File: config.mk
export PLATFORM = sky130hd
export DESIGN_NAME = alu_nbit_seq
export DESIGN_NICKNAME = d
export VERILOG_FILES = /design/src/rtl/alu_pkg.sv /design/src/rtl/alu_addsub.sv /design/src/rtl/alu_nbit_seq.sv
export SDC_FILE = /design/constraint.sdc
export NUM_CORES = 1
export LEC_CHECK = 0
export ABC_AREA = 1
export ABC_CLOCK_PERIOD_IN_PS = 5600
export BUFFER_PORTS_ARGS = -buffer_cell sky130_fd_sc_hd__buf_2
export CAP_MARGIN = 40
export CORE_UTILIZATION = 35
export DETAILED_ROUTE_END_ITERATION = 8
export PLACE_DENSITY = 0.58
export SYNTH_ARGS = -nofsm -noshare
export SYNTH_HDL_FRONTEND = slang
export SYNTH_SLANG_ARGS = --single-unit
File: constraint.sdc
create_clock -name clk -period 5.6 [get_ports clk]
set_clock_uncertainty 0.1 [all_clocks]
set_input_delay 0.28 -clock clk [delete_from_list [all_inputs] [get_ports clk]]
set_output_delay 0.28 -clock clk [all_outputs]
set_load 0.1 [all_outputs]
File: src/rtl/alu_pkg.sv
// -----------------------------------------------------------------------------
// alu_pkg
// Shared definitions for the sequential N-bit ALU:
//   - op encodings (OP_ADD .. OP_MUL)
//   - FSM state encoding (state_t)
//   - is_single_cycle(): tells whether an op finishes on its accept edge
//     (everything except MUL and non-zero shifts)
// -----------------------------------------------------------------------------
package alu_pkg;

    localparam logic [2:0] OP_ADD = 3'b000;
    localparam logic [2:0] OP_SUB = 3'b001;
    localparam logic [2:0] OP_AND = 3'b010;
    localparam logic [2:0] OP_OR  = 3'b011;
    localparam logic [2:0] OP_XOR = 3'b100;
    localparam logic [2:0] OP_SHL = 3'b101;
    localparam logic [2:0] OP_SHR = 3'b110;
    localparam logic [2:0] OP_MUL = 3'b111;

    typedef enum logic [1:0] {
        ST_IDLE = 2'd0,
        ST_EXEC = 2'd1,
        ST_DONE = 2'd2
    } state_t;

    // Shifts by zero complete immediately; MUL always iterates.
    function automatic logic is_single_cycle(input logic [2:0] op_code,
                                             input logic       shift_is_zero);
        logic single;
        case (op_code)
            OP_SHL, OP_SHR: single = shift_is_zero;
            OP_MUL:         single = 1'b0;
            default:        single = 1'b1;
        endcase
        return single;
    endfunction

endpackage

File: src/rtl/alu_addsub.sv
// -----------------------------------------------------------------------------
// alu_addsub
// Combinational WIDTH-bit adder/subtractor.
//   i_x, i_y  : operands
//   i_cin     : carry-in (add) or borrow-in (subtract)
//   i_sub     : 0 = x + y + cin, 1 = x - y - cin
//   o_sum     : WIDTH-bit result
//   o_cout    : carry-out (add) or unsigned borrow-out (subtract)
//   o_ovf     : two's-complement overflow
// Subtraction is done as x + ~y + ~cin; the raw carry of that sum is the
// inverse of the borrow, so it is flipped back on the way out.
// -----------------------------------------------------------------------------
module alu_addsub
    import alu_pkg::*;
#(
    parameter int WIDTH = 8
) (
    input  logic [WIDTH-1:0] i_x,
    input  logic [WIDTH-1:0] i_y,
    input  logic             i_cin,
    input  logic             i_sub,
    output logic [WIDTH-1:0] o_sum,
    output logic             o_cout,
    output logic             o_ovf
);

    logic [WIDTH-1:0] w_y;
    logic             w_c;
    logic             w_cout_raw;

    assign w_y = i_sub ? ~i_y : i_y;
    assign w_c = i_sub ? ~i_cin : i_cin;

    assign {w_cout_raw, o_sum} = {1'b0, i_x} + {1'b0, w_y} + {{WIDTH{1'b0}}, w_c};

    assign o_cout = i_sub ? ~w_cout_raw : w_cout_raw;

    // Overflow when both effective addends share a sign the sum does not.
    assign o_ovf = (i_x[WIDTH-1] == w_y[WIDTH-1]) && (o_sum[WIDTH-1] != i_x[WIDTH-1]);

endmodule

File: src/rtl/alu_nbit_seq.sv
// -----------------------------------------------------------------------------
// alu_nbit_seq
// Multi-cycle N-bit ALU with start/done handshake and registered flags.
//   clk, rst          : clock, asynchronous active-high reset
//   start, op, a, b,  : request; sampled on the edge where start=1 and ready=1
//   cin
//   ready             : high in IDLE and DONE (a start is accepted there)
//   done              : one-cycle pulse, result/flags valid
//   result, cout      : registered result and carry/borrow/shift-out/MUL-high
//   zero, neg, ovf    : registered flags
// ADD..XOR and zero-length shifts complete on the accept edge. Shifts iterate
// one bit per cycle for k=b[SW-1:0] cycles. MUL runs WIDTH shift-add steps
// using the same adder instance as ADD/SUB. Outputs load only on the edge
// that enters DONE.
// -----------------------------------------------------------------------------
module alu_nbit_seq
    import alu_pkg::*;
#(
    parameter int WIDTH = 8
) (
    input  logic             clk,
    input  logic             rst,
    input  logic             start,
    input  logic [2:0]       op,
    input  logic [WIDTH-1:0] a,
    input  logic [WIDTH-1:0] b,
    input  logic             cin,
    output logic             ready,
    output logic             done,
    output logic [WIDTH-1:0] result,
    output logic             cout,
    output logic             zero,
    output logic             neg,
    output logic             ovf
);

    localparam int SW = $clog2(WIDTH);
    // Counter must hold WIDTH for MUL, which needs one more bit than SW
    // when WIDTH is a power of two.
    localparam int CW = $clog2(WIDTH + 1);

    // ---------------------------------------------------------------------
    // Registers
    // ---------------------------------------------------------------------
    state_t           r_state;
    logic [2:0]       r_op;
    logic [WIDTH-1:0] r_a;       // MUL multiplicand
    logic [WIDTH-1:0] r_work;    // shift operand, or MUL low accumulator/multiplier
    logic [WIDTH-1:0] r_hi;      // MUL high accumulator
    logic [CW-1:0]    r_cnt;
    logic [WIDTH-1:0] r_result;
    logic             r_cout;
    logic             r_zero;
    logic             r_neg;
    logic             r_ovf;

    // ---------------------------------------------------------------------
    // Next-state wires
    // ---------------------------------------------------------------------
    state_t           w_state_next;
    logic [2:0]       w_op_next;
    logic [WIDTH-1:0] w_a_next;
    logic [WIDTH-1:0] w_work_next;
    logic [WIDTH-1:0] w_hi_next;
    logic [CW-1:0]    w_cnt_next;
    logic             w_load;
    logic [WIDTH-1:0] w_result_next;
    logic             w_cout_next;
    logic             w_ovf_next;

    logic [SW-1:0]    w_k;

    // ---------------------------------------------------------------------
    // Shared adder: accept-edge ADD/SUB, or MUL accumulate during EXEC
    // ---------------------------------------------------------------------
    logic [WIDTH-1:0] w_add_x;
    logic [WIDTH-1:0] w_add_y;
    logic             w_add_cin;
    logic             w_add_sub;
    logic [WIDTH-1:0] w_sum;
    logic             w_add_cout;
    logic             w_add_ovf;

    always_comb begin
        if (r_state == ST_EXEC) begin
            w_add_x   = r_hi;
            w_add_y   = r_a;
            w_add_cin = 1'b0;
            w_add_sub = 1'b0;
        end else begin
            w_add_x   = a;
            w_add_y   = b;
            w_add_cin = cin;
            w_add_sub = (op == OP_SUB);
        end
    end

    alu_addsub #(
        .WIDTH (WIDTH)
    ) u_addsub (
        .i_x    (w_add_x),
        .i_y    (w_add_y),
        .i_cin  (w_add_cin),
        .i_sub  (w_add_sub),
        .o_sum  (w_sum),
        .o_cout (w_add_cout),
        .o_ovf  (w_add_ovf)
    );

    // ---------------------------------------------------------------------
    // Iteration datapath
    // ---------------------------------------------------------------------
    // MUL step: add multiplicand if the current multiplier LSB is set, then
    // shift the whole {carry, hi, lo} accumulator right by one.
    logic [WIDTH-1:0] w_mul_hi;
    logic             w_mul_c;
    logic [WIDTH-1:0] w_mul_hi_shift;
    logic [WIDTH-1:0] w_mul_lo_shift;

    assign w_mul_hi       = r_work[0] ? w_sum : r_hi;
    assign w_mul_c        = r_work[0] & w_add_cout;
    assign w_mul_hi_shift = {w_mul_c, w_mul_hi[WIDTH-1:1]};
    assign w_mul_lo_shift = {w_mul_hi[0], r_work[WIDTH-1:1]};

    logic [WIDTH-1:0] w_shl;
    logic [WIDTH-1:0] w_shr;

    assign w_shl = {r_work[WIDTH-2:0], 1'b0};
    assign w_shr = {1'b0, r_work[WIDTH-1:1]};

    assign w_k = b[SW-1:0];

    // ---------------------------------------------------------------------
    // Next-state / datapath control
    // ---------------------------------------------------------------------
    always_comb begin
        w_state_next  = r_state;
        w_op_next     = r_op;
        w_a_next      = r_a;
        w_work_next   = r_work;
        w_hi_next     = r_hi;
        w_cnt_next    = r_cnt;
        w_load        = 1'b0;
        w_result_next = r_result;
        w_cout_next   = r_cout;
        w_ovf_next    = r_ovf;

        case (r_state)
            ST_EXEC: begin
                // start is deliberately ignored here.
                w_cnt_next = r_cnt - CW'(1);
                if (r_op == OP_MUL) begin
                    w_hi_next     = w_mul_hi_shift;
                    w_work_next   = w_mul_lo_shift;
                    w_result_next = w_mul_lo_shift;
                    w_cout_next   = |w_mul_hi_shift;
                    w_ovf_next    = 1'b0;
                end else if (r_op == OP_SHL) begin
                    w_work_next   = w_shl;
                    w_result_next = w_shl;
                    w_cout_next   = r_work[WIDTH-1];
                    w_ovf_next    = 1'b0;
                end else begin
                    w_work_next   = w_shr;
                    w_result_next = w_shr;
                    w_cout_next   = r_work[0];
                    w_ovf_next    = 1'b0;
                end
                // The step taken with the counter at 1 is the last one.
                if (r_cnt <= CW'(1)) begin
                    w_load       = 1'b1;
                    w_state_next = ST_DONE;
                end
            end

            default: begin
                // IDLE and DONE both accept a new request.
                w_state_next = ST_IDLE;
                if (start) begin
                    w_op_next = op;
                    if (is_single_cycle(op, w_k == '0)) begin
                        w_load       = 1'b1;
                        w_state_next = ST_DONE;
                        case (op)
                            OP_ADD, OP_SUB: begin
                                w_result_next = w_sum;
                                w_cout_next   = w_add_cout;
                                w_ovf_next    = w_add_ovf;
                            end
                            OP_AND: begin
                                w_result_next = a & b;
                                w_cout_next   = 1'b0;
                                w_ovf_next    = 1'b0;
                            end
                            OP_OR: begin
                                w_result_next = a | b;
                                w_cout_next   = 1'b0;
                                w_ovf_next    = 1'b0;
                            end
                            OP_XOR: begin
                                w_result_next = a ^ b;
                                w_cout_next   = 1'b0;
                                w_ovf_next    = 1'b0;
                            end
                            default: begin
                                // Zero-length shift: operand passes through.
                                w_result_next = a;
                                w_cout_next   = 1'b0;
                                w_ovf_next    = 1'b0;
                            end
                        endcase
                    end else begin
                        w_state_next = ST_EXEC;
                        if (op == OP_MUL) begin
                            w_a_next    = a;
                            w_work_next = b;
                            w_hi_next   = '0;
                            w_cnt_next  = CW'(WIDTH);
                        end else begin
                            w_work_next = a;
                            w_cnt_next  = CW'(w_k);
                        end
                    end
                end
            end
        endcase
    end

    // ---------------------------------------------------------------------
    // State and datapath registers
    // ---------------------------------------------------------------------
    always_ff @(posedge clk or posedge rst) begin
        if (rst) begin
            r_state <= ST_IDLE;
            r_op    <= OP_ADD;
            r_a     <= '0;
            r_work  <= '0;
            r_hi    <= '0;
            r_cnt   <= '0;
        end else begin
            r_state <= w_state_next;
            r_op    <= w_op_next;
            r_a     <= w_a_next;
            r_work  <= w_work_next;
            r_hi    <= w_hi_next;
            r_cnt   <= w_cnt_next;
        end
    end

    // ---------------------------------------------------------------------
    // Output registers: load only on the edge entering DONE
    // ---------------------------------------------------------------------
    always_ff @(posedge clk or posedge rst) begin
        if (rst) begin
            r_result <= '0;
            r_cout   <= 1'b0;
            r_zero   <= 1'b0;
            r_neg    <= 1'b0;
            r_ovf    <= 1'b0;
        end else if (w_load) begin
            r_result <= w_result_next;
            r_cout   <= w_cout_next;
            r_zero   <= (w_result_next == '0);
            r_neg    <= w_result_next[WIDTH-1];
            r_ovf    <= w_ovf_next;
        end
    end

    assign ready  = (r_state != ST_EXEC);
    assign done   = (r_state == ST_DONE);
    assign result = r_result;
    assign cout   = r_cout;
    assign zero   = r_zero;
    assign neg    = r_neg;
    assign ovf    = r_ovf;

endmodule

==> flow_metrics.py, run 1 <==
metrics = {
    "yosys": {
        "synth_cell_type_count": 38,
        "ys_ff_latch": 44,
        "netlist_area_um2": 3700,
        "synth_edf_count": 0,
        "seq_area_frac_synth": 0.297,
        "synth.top_cells.by_area": "dfrtp_1 (30%), nand2_1 (17%), o21ai_0 (10%)",
        "syn-num-nets": 614,
        "syn_inst": 564,
        "synth_largest_area_cell": "dfrtp_1",
        "syn_area_per_cell_um2": 6.57,
        "synthArstFlopShare": 1.00,
        "synth_top_area_share": 0.297,
        "yosysWarnings": 0,
        "synth_top_flop_cell": "dfrtp_1",
    },
    "clock_tree": {
        "clk_pin_slew_ns": 0.09,
        "cts-resized-gates": 0,
        "cts_made_buffers": 5,
        "clk_path_buf_depth": 2,
        "insertion_delay_ns": 0.30,
        "cts_tree": "done",
        "ctsHtreeMaxLevel": 2,
        "root_buffer": "clkbuf_8",
        "clkSinkCount": 44,
    },
    "power": {
        "power.leakage_nw": 2.15,
        "power.density_nw_per_um2": 551,
        "ir_worst_vdd_v": 0.000261,
    },
    "timing": {
        "worst_pin_slew_ns": 0.563,
        "grt_setup_unrepaired": "false",
        "holdWs_ns": 0.135,
        "hold_viol": 0,
        "relSlewSlack": 0.623,
        "slew_viol_final": 0,
        "finalSetupViolCount": 0,
        "fin_crit_ns": 3.87,
        "fmax_mhz": 258,
        "fin_crit_sh": 0.692,
        "setup_tns_ns": 0,
    },
    "worst_setup_path": {
        "setup.worst_path.class": "register to register",
        "critPathLaunchType": "register",
        "worstPathArrival_ns": 4.01,
        "worstPathMaxFanout": 48,
        "crit_chain": "nand2_1 -> buf_4 -> inv_2 -> nor2_4 -> inv_2 -> nand3_1 -> o21ai_0 -> fa_1 -> fa_1 -> inv_1 -> nand2_1 -> nand2_1 -> nand3_1 -> nand3_1 -> nand2_1 -> a21oi_1 -> nand3_1 -> nor2_1 -> nand3_1 -> nand2_1",
        "slowest_delay_ns": 0.48,
        "cp_slowest_cell": "fa_1",
        "cp-end-kind": "register",
        "crit_required_ns": 5.74,
    },
    "drt": {
        "drtIter0Drc": 217,
        "via_per_inst": 5.02,
        "first_pass_iters": 7,
        "routedWlPerCell_um": 15.8,
        "num_vias": 3656,
        "drc_errors": 0,
        "ant_nets": 0,
        "wl_mm": 11.5,
    },
    "finish": {
        "nNetsFinal": 643,
        "final_cell_mix": "nand2_1 (164), o21ai_0 (77), inv_1 (73)",
        "num_antenna_cells": 0,
        "multi_input_area_um2": 2200,
        "nFillCells": 1106,
        "seq_area_um2": 1100,
        "drive_above_1_share": 0.132,
        "syn_to_final_growth_pct": 10.4,
        "stdcell_count": 729,
        "final_common_cell": "nand2_1",
    },
    "global_route": {
        "grt_antenna_before_repair": 0,
        "grt_pass1_wl_mm": 19.0,
        "grt_max_degree": 49,
        "grt_overflow_total": 0,
        "grt.total_usage": 0.222,
        "grt_pass1_vias": 3614,
    },
    "floorplanning": {
        "ioPinCount": 37,
        "start_util": 0.360,
        "die_w_um": 105,
        "die_area_um2": 11000,
        "core_area_um2": 10300,
        "dieHeight_um": 105,
        "row_count": 37,
    },
    "place": {
        "placed_cells": 721,
        "portBuffers": 36,
        "hpwl_mm": 9.16,
        "place_congestion": 0.892,
    },
    "status": {
        "status": "complete, no violations",
    },
    "job": {
        "cap_viol_max_count": 0,
    },
    "worst_hold_path": {
        "hold_path.class": "primary input to register",
    },
}
state kept, by name, indices dropped and copies added, names as in the netlist, 2 cells and up:
| register | count |
|---|---|
| r_hi | 8 |
| r_work | 8 |
| r_cnt | 4 |
| r_op | 3 |
| r_a | 8 |
| r_state | 2 |
| result | 8 |
logic make-up (layout without fill, tap and decap cells):
logic type | after synthesis | count (layout) | synth area share
adder cells (fa/ha/maj) | 27 | 27 | 0.0952
XOR/XNOR | 5 | 5 | 0.0118
AO/OA/AOI/OAI | 120 | 120 | 0.174
multiplexers | 2 | 2 | 0.00608
flip-flops | 44 | 44 | 0.297
AND/OR/NAND/NOR | 264 | 264 | 0.306
buffers and inverters | 102 | 131 | 0.109
area by class of cell:
class,count,share of cell area
inverter,84,0.0771
sequential,44,0.269
timing repair buffer,40,0.0550
clock inverter,2,0.00306
multi-input combinational,418,0.537
clock buffer,5,0.0168
tap,136,0.0416
path summary, 6_finish.rpt:
kind,startpoint,slack (ns),depth (start not counted),end
worst max-delay path,r_state[0]$_DFFE_PP0P_,1.73,20,zero$_DFFE_PP0P_
worst min-delay path,a[6],0.13,3,r_a[6]$_DFFE_PP0P_
worst max register to register,r_state[0]$_DFFE_PP0P_,1.73,20,zero$_DFFE_PP0P_
worst min register to register,r_op[2]$_DFFE_PP0P_,0.39,2,r_op[2]$_DFFE_PP0P_
max in group asynchronous,rst,4.46,4,r_hi[5]$_DFFE_PP0P_
min in group asynchronous,rst,0.44,3,r_work[1]$_DFFE_PP0P_
power by group:
part	total [mW]	switching [mW]	internal (mW)	leakage [nW]
registers	0.553	0.0954	0.457	0.545
clock network	0.205	0.120	0.0849	0.0400
logic	1.50	1.09	0.404	1.57
stage by stage:
stage	power (mW)	utilization	setup slack, ns	cell area, um2
finish	2.26	0.398	1.73	4090
global route	2.47	0.398	1.43	4090
CTS	2.26	0.398	1.78	4090
detailed placement	2.05	0.389	1.83	4000
global placement	2.05	0.387	1.93	3980
floorplan	1.71	-	1.67	3700
worst max-delay path: cells and delay by family (launching register included):
family          cells  cell delay, ns
compound gates      2            0.30
flops               1            0.39
buf+inv             4            0.92
fa+ha+maj           2            0.89
simple gates       12            1.20
cell usage after synthesis, types with 3 or more instances:
| library cell | number |
|---|---|
| nor2_4 | 4 |
| xor2_1 | 3 |
| nand2_1 | 164 |
| buf_2 | 6 |
| nor2_2 | 5 |
| clkbuf_1 | 8 |
| inv_1 | 74 |
| buf_4 | 4 |
| inv_2 | 9 |
| a21oi_1 | 25 |
| o21ai_0 | 77 |
| nand3_1 | 37 |
| ha_1 | 25 |
| nor3_1 | 4 |
| nand2_2 | 5 |
| dfrtp_1 | 44 |
| nor2_1 | 38 |
repair_timing:
item,CTS,global route
setup buffers,0,0
hold buffers,1,0
endpoints found under the hold margin,19,0
metal layers:
metal / up-vias / wire [um] / global-route usage
li1: 1869 / - / -
met1: 1656 / 5300 / 0.291
met2: 105 / 5380 / 0.375
met3: 26 / 546 / 0.0337
met4: 0 / 264 / 0.0714
met5: - / 0 / 0
(Power assumes the default switching activity.)
==> run 2, diff against run 1 <==
--- a/config.mk
+++ b/config.mk
@@ -5,13 +5,13 @@
 export SDC_FILE = /design/constraint.sdc
 export NUM_CORES = 1
 export LEC_CHECK = 0
-export ABC_AREA = 1
-export ABC_CLOCK_PERIOD_IN_PS = 5600
+export ABC_AREA = 0
+export ABC_CLOCK_PERIOD_IN_PS = 3400
 export BUFFER_PORTS_ARGS = -buffer_cell sky130_fd_sc_hd__buf_2
 export CAP_MARGIN = 40
 export CORE_UTILIZATION = 35
 export DETAILED_ROUTE_END_ITERATION = 8
-export PLACE_DENSITY = 0.58
+export PLACE_DENSITY = 0.6
 export SYNTH_ARGS = -nofsm -noshare
 export SYNTH_HDL_FRONTEND = slang
 export SYNTH_SLANG_ARGS = --single-unit
==> constraint.sdc (replaced) <==
create_clock -name clk -period 3.4 [get_ports clk]
set_clock_uncertainty 0.1 [all_clocks]
set_input_delay 0.17 -clock clk [delete_from_list [all_inputs] [get_ports clk]]
set_output_delay 0.17 -clock clk [all_outputs]
set_load 0.1 [all_outputs]
==> flow_metrics.py, run 2 <==
metrics = {
    "yosys": {
        "netlist_area_um2": 3630,
        "syn_inst": 461,
        "synthArstFlopShare": 1.00,
        "syn-num-nets": 511,
        "synth.most_common_cell": "nand2_1",
        "ys_top_cells_by_count": "nand2_1 (70), nor2_1 (50), o21ai_0 (50)",
        "synth.top_cells.by_area": "dfrtp_1 (30%), ha_1 (8.6%), nand2_1 (7.2%)",
        "synth_cell_type_count": 58,
        "syn_area_per_cell_um2": 7.88,
        "ys_ff_latch": 44,
        "synth_edf_count": 0,
        "synth_largest_area_cell": "dfrtp_1",
        "yosysWarnings": 0,
        "synth_top_area_share": 0.303,
        "synth_top_flop_cell": "dfrtp_1",
        "seq_area_frac_synth": 0.303,
    },
    "drt": {
        "routedWlPerCell_um": 16.7,
        "first_pass_iters": 5,
        "ant_nets": 0,
        "via_per_inst": 5.31,
        "num_vias": 3316,
        "drtIter0Drc": 219,
        "met2WireLength_mm": 4.68,
        "wl_mm": 10.4,
        "top_layer": "met4",
        "drc_errors": 0,
        "wl_met1_mm": 5.01,
        "wl_met3_um": 493,
    },
    "timing": {
        "slew_viol_final": 0,
        "setup_tns_ns": 0,
        "finalSetupViolCount": 0,
        "fin_crit_sh": 0.951,
        "relSlewSlack": 0.525,
        "grt_setup_unrepaired": "false",
        "fin_ws_ns": 0.167,
        "worst_pin_slew_ns": 0.711,
        "fmax_mhz": 309,
        "hold_viol": 0,
        "fin_crit_ns": 3.23,
    },
    "place": {
        "hpwl_mm": 7.76,
        "place_congestion": 0.860,
        "place_ws_ns": 0.0230,
        "portBuffers": 36,
    },
    "floorplanning": {
        "row_count": 36,
        "die_area_um2": 10800,
        "dieHeight_um": 104,
        "die_w_um": 104,
        "ioPinCount": 37,
        "start_util": 0.366,
        "core_area_um2": 9910,
    },
    "power": {
        "power.density_nw_per_um2": 883,
        "power.leakage_nw": 1.88,
        "ir_worst_vdd_v": 0.000366,
    },
    "finish": {
        "num_antenna_cells": 0,
        "final_common_cell": "nand2_1",
        "nNetsFinal": 540,
        "final_cell_mix": "nand2_1 (70), nor2_1 (50), o21ai_0 (50)",
        "syn_to_final_growth_pct": 13.1,
        "drive_above_1_share": 0.171,
    },
    "clock_tree": {
        "clk_path_buf_depth": 2,
        "ctsHtreeMaxLevel": 2,
        "insertion_delay_ns": 0.31,
        "clk_pin_slew_ns": 0.09,
        "clkSinkCount": 44,
        "cts_tree": "done",
        "root_buffer": "clkbuf_8",
        "cts_made_buffers": 5,
    },
    "global_route": {
        "grt_pass1_vias": 3312,
        "grt_overflow_total": 0,
        "grt_antenna_before_repair": 0,
        "grt_max_degree": 40,
        "grt.total_usage": 0.201,
        "grt_pass1_wl_mm": 17.2,
    },
    "worst_setup_path": {
        "reg2reg_depth": 12,
        "worstPathMaxFanout": 39,
        "critPathLaunchType": "register",
        "crit_required_ns": 3.50,
        "setup.worst_path.class": "register to register",
        "worstPathArrival_ns": 3.33,
        "cp-end-kind": "register",
    },
    "job": {
        "cap_viol_max_count": 0,
    },
    "status": {
        "status": "complete, no violations",
    },
    "worst_hold_path": {
        "holdPathStages": 3,
        "hold_path.class": "primary input to register",
    },
}
[run 2: cell types whose count changed after synthesis, sizes merged, moves of 11 or more]
cell / previous run / this run
nand2: 171 / 71
nand3: 38 / 10
xnor2: 2 / 13
clkbuf: 8 / 19
o21ai: 80 / 56
inv: 83 / 25
[run 2: logic make-up (layout without fill, tap and decap cells)]
logic type	count (synthesis)	count (layout)	synth area share
DFF	44	44	0.303
AOI/OAI and AO/OA	141	141	0.256
and+or+nand+nor	163	163	0.200
buffers and inverters	57	87	0.0679
adders and majority gates	27	27	0.0972
xor gates and xnor gates	18	18	0.0434
muxes	11	11	0.0324
[run 2: final timing paths]
| kind | start | end | slack, ns |
|---|---|---|---|
| setup reg to reg | r_state[1]$_DFFE_PP0P_ | result[7]$_DFFE_PP0P_ | 0.17 |
| min in group asynchronous | rst | ovf$_DFFE_PP0P_ | 0.32 |
| hold reg to reg | r_a[2]$_DFFE_PP0P_ | r_a[2]$_DFFE_PP0P_ | 0.38 |
| hold / removal | a[3] | r_a[3]$_DFFE_PP0P_ | 0.09 |
| setup / recovery | r_state[1]$_DFFE_PP0P_ | result[7]$_DFFE_PP0P_ | 0.17 |
| max in group asynchronous | rst | r_hi[2]$_DFFE_PP0P_ | 2.35 |
[run 2: metrics by stage]
stage / instance area, um2 / total power, mW / util / std cells / hold WS (ns)
6_report: 4110 / 3.63 / 0.414 / 624 / 0.0915
5_1_grt: 4110 / 3.90 / 0.414 / 624 / 0.107
4_1_cts: 4070 / 3.58 / 0.411 / 622 / 0.0991
3_5_place_dp: 3970 / 3.22 / 0.401 / 613 / 0.120
3_3_place_gp: 3950 / 3.18 / 0.399 / 612 / 0.361
2_1_floorplan: 3670 / 2.77 / - / 461 / 0.256
[run 2: metal layers]
metal	track usage	vias to the layer above
li1	-	1644
met1	0.284	1576
met2	0.314	85
met3	0.0338	11
met4	0.0592	0
met5	0	-
[run 2: critical path, stage by stage (launching register included)]
cell and delay, ns:
dfrtp_1 0.41, nor2b_4 0.18, buf_4 0.14, buf_12 0.19, o21ai_0 0.13, ha_1 0.43
o21a_1 0.17, o211ai_1 0.14, a21oi_2 0.26, xnor2_1 0.19, o22ai_1 0.15, a221o_1 0.37
mux2_2 0.27
[run 2: area by class of cell]
cell class	instances	area (um2)
Fill cell	1053	5800
Clock buffer	8	90.1
Inverter	25	93.8
Tap cell	133	166
Multi-Input combinational cell	360	2310
Timing Repair Buffer	54	343
Sequential cell	44	1100
[run 2: report_power, final]
group	internal, mW	switching (mW)	total [mW]
Combinational	0.805	1.54	2.34
Sequential	0.743	0.188	0.931
Clock	0.166	0.189	0.356
[run 2: what timing repair did]
action,in CTS,in global routing
endpoints found under the setup margin,0,3
buffers inserted,0,2
hold endpoints to repair,18,0
hold buffers,1,0
resized for setup,0,2
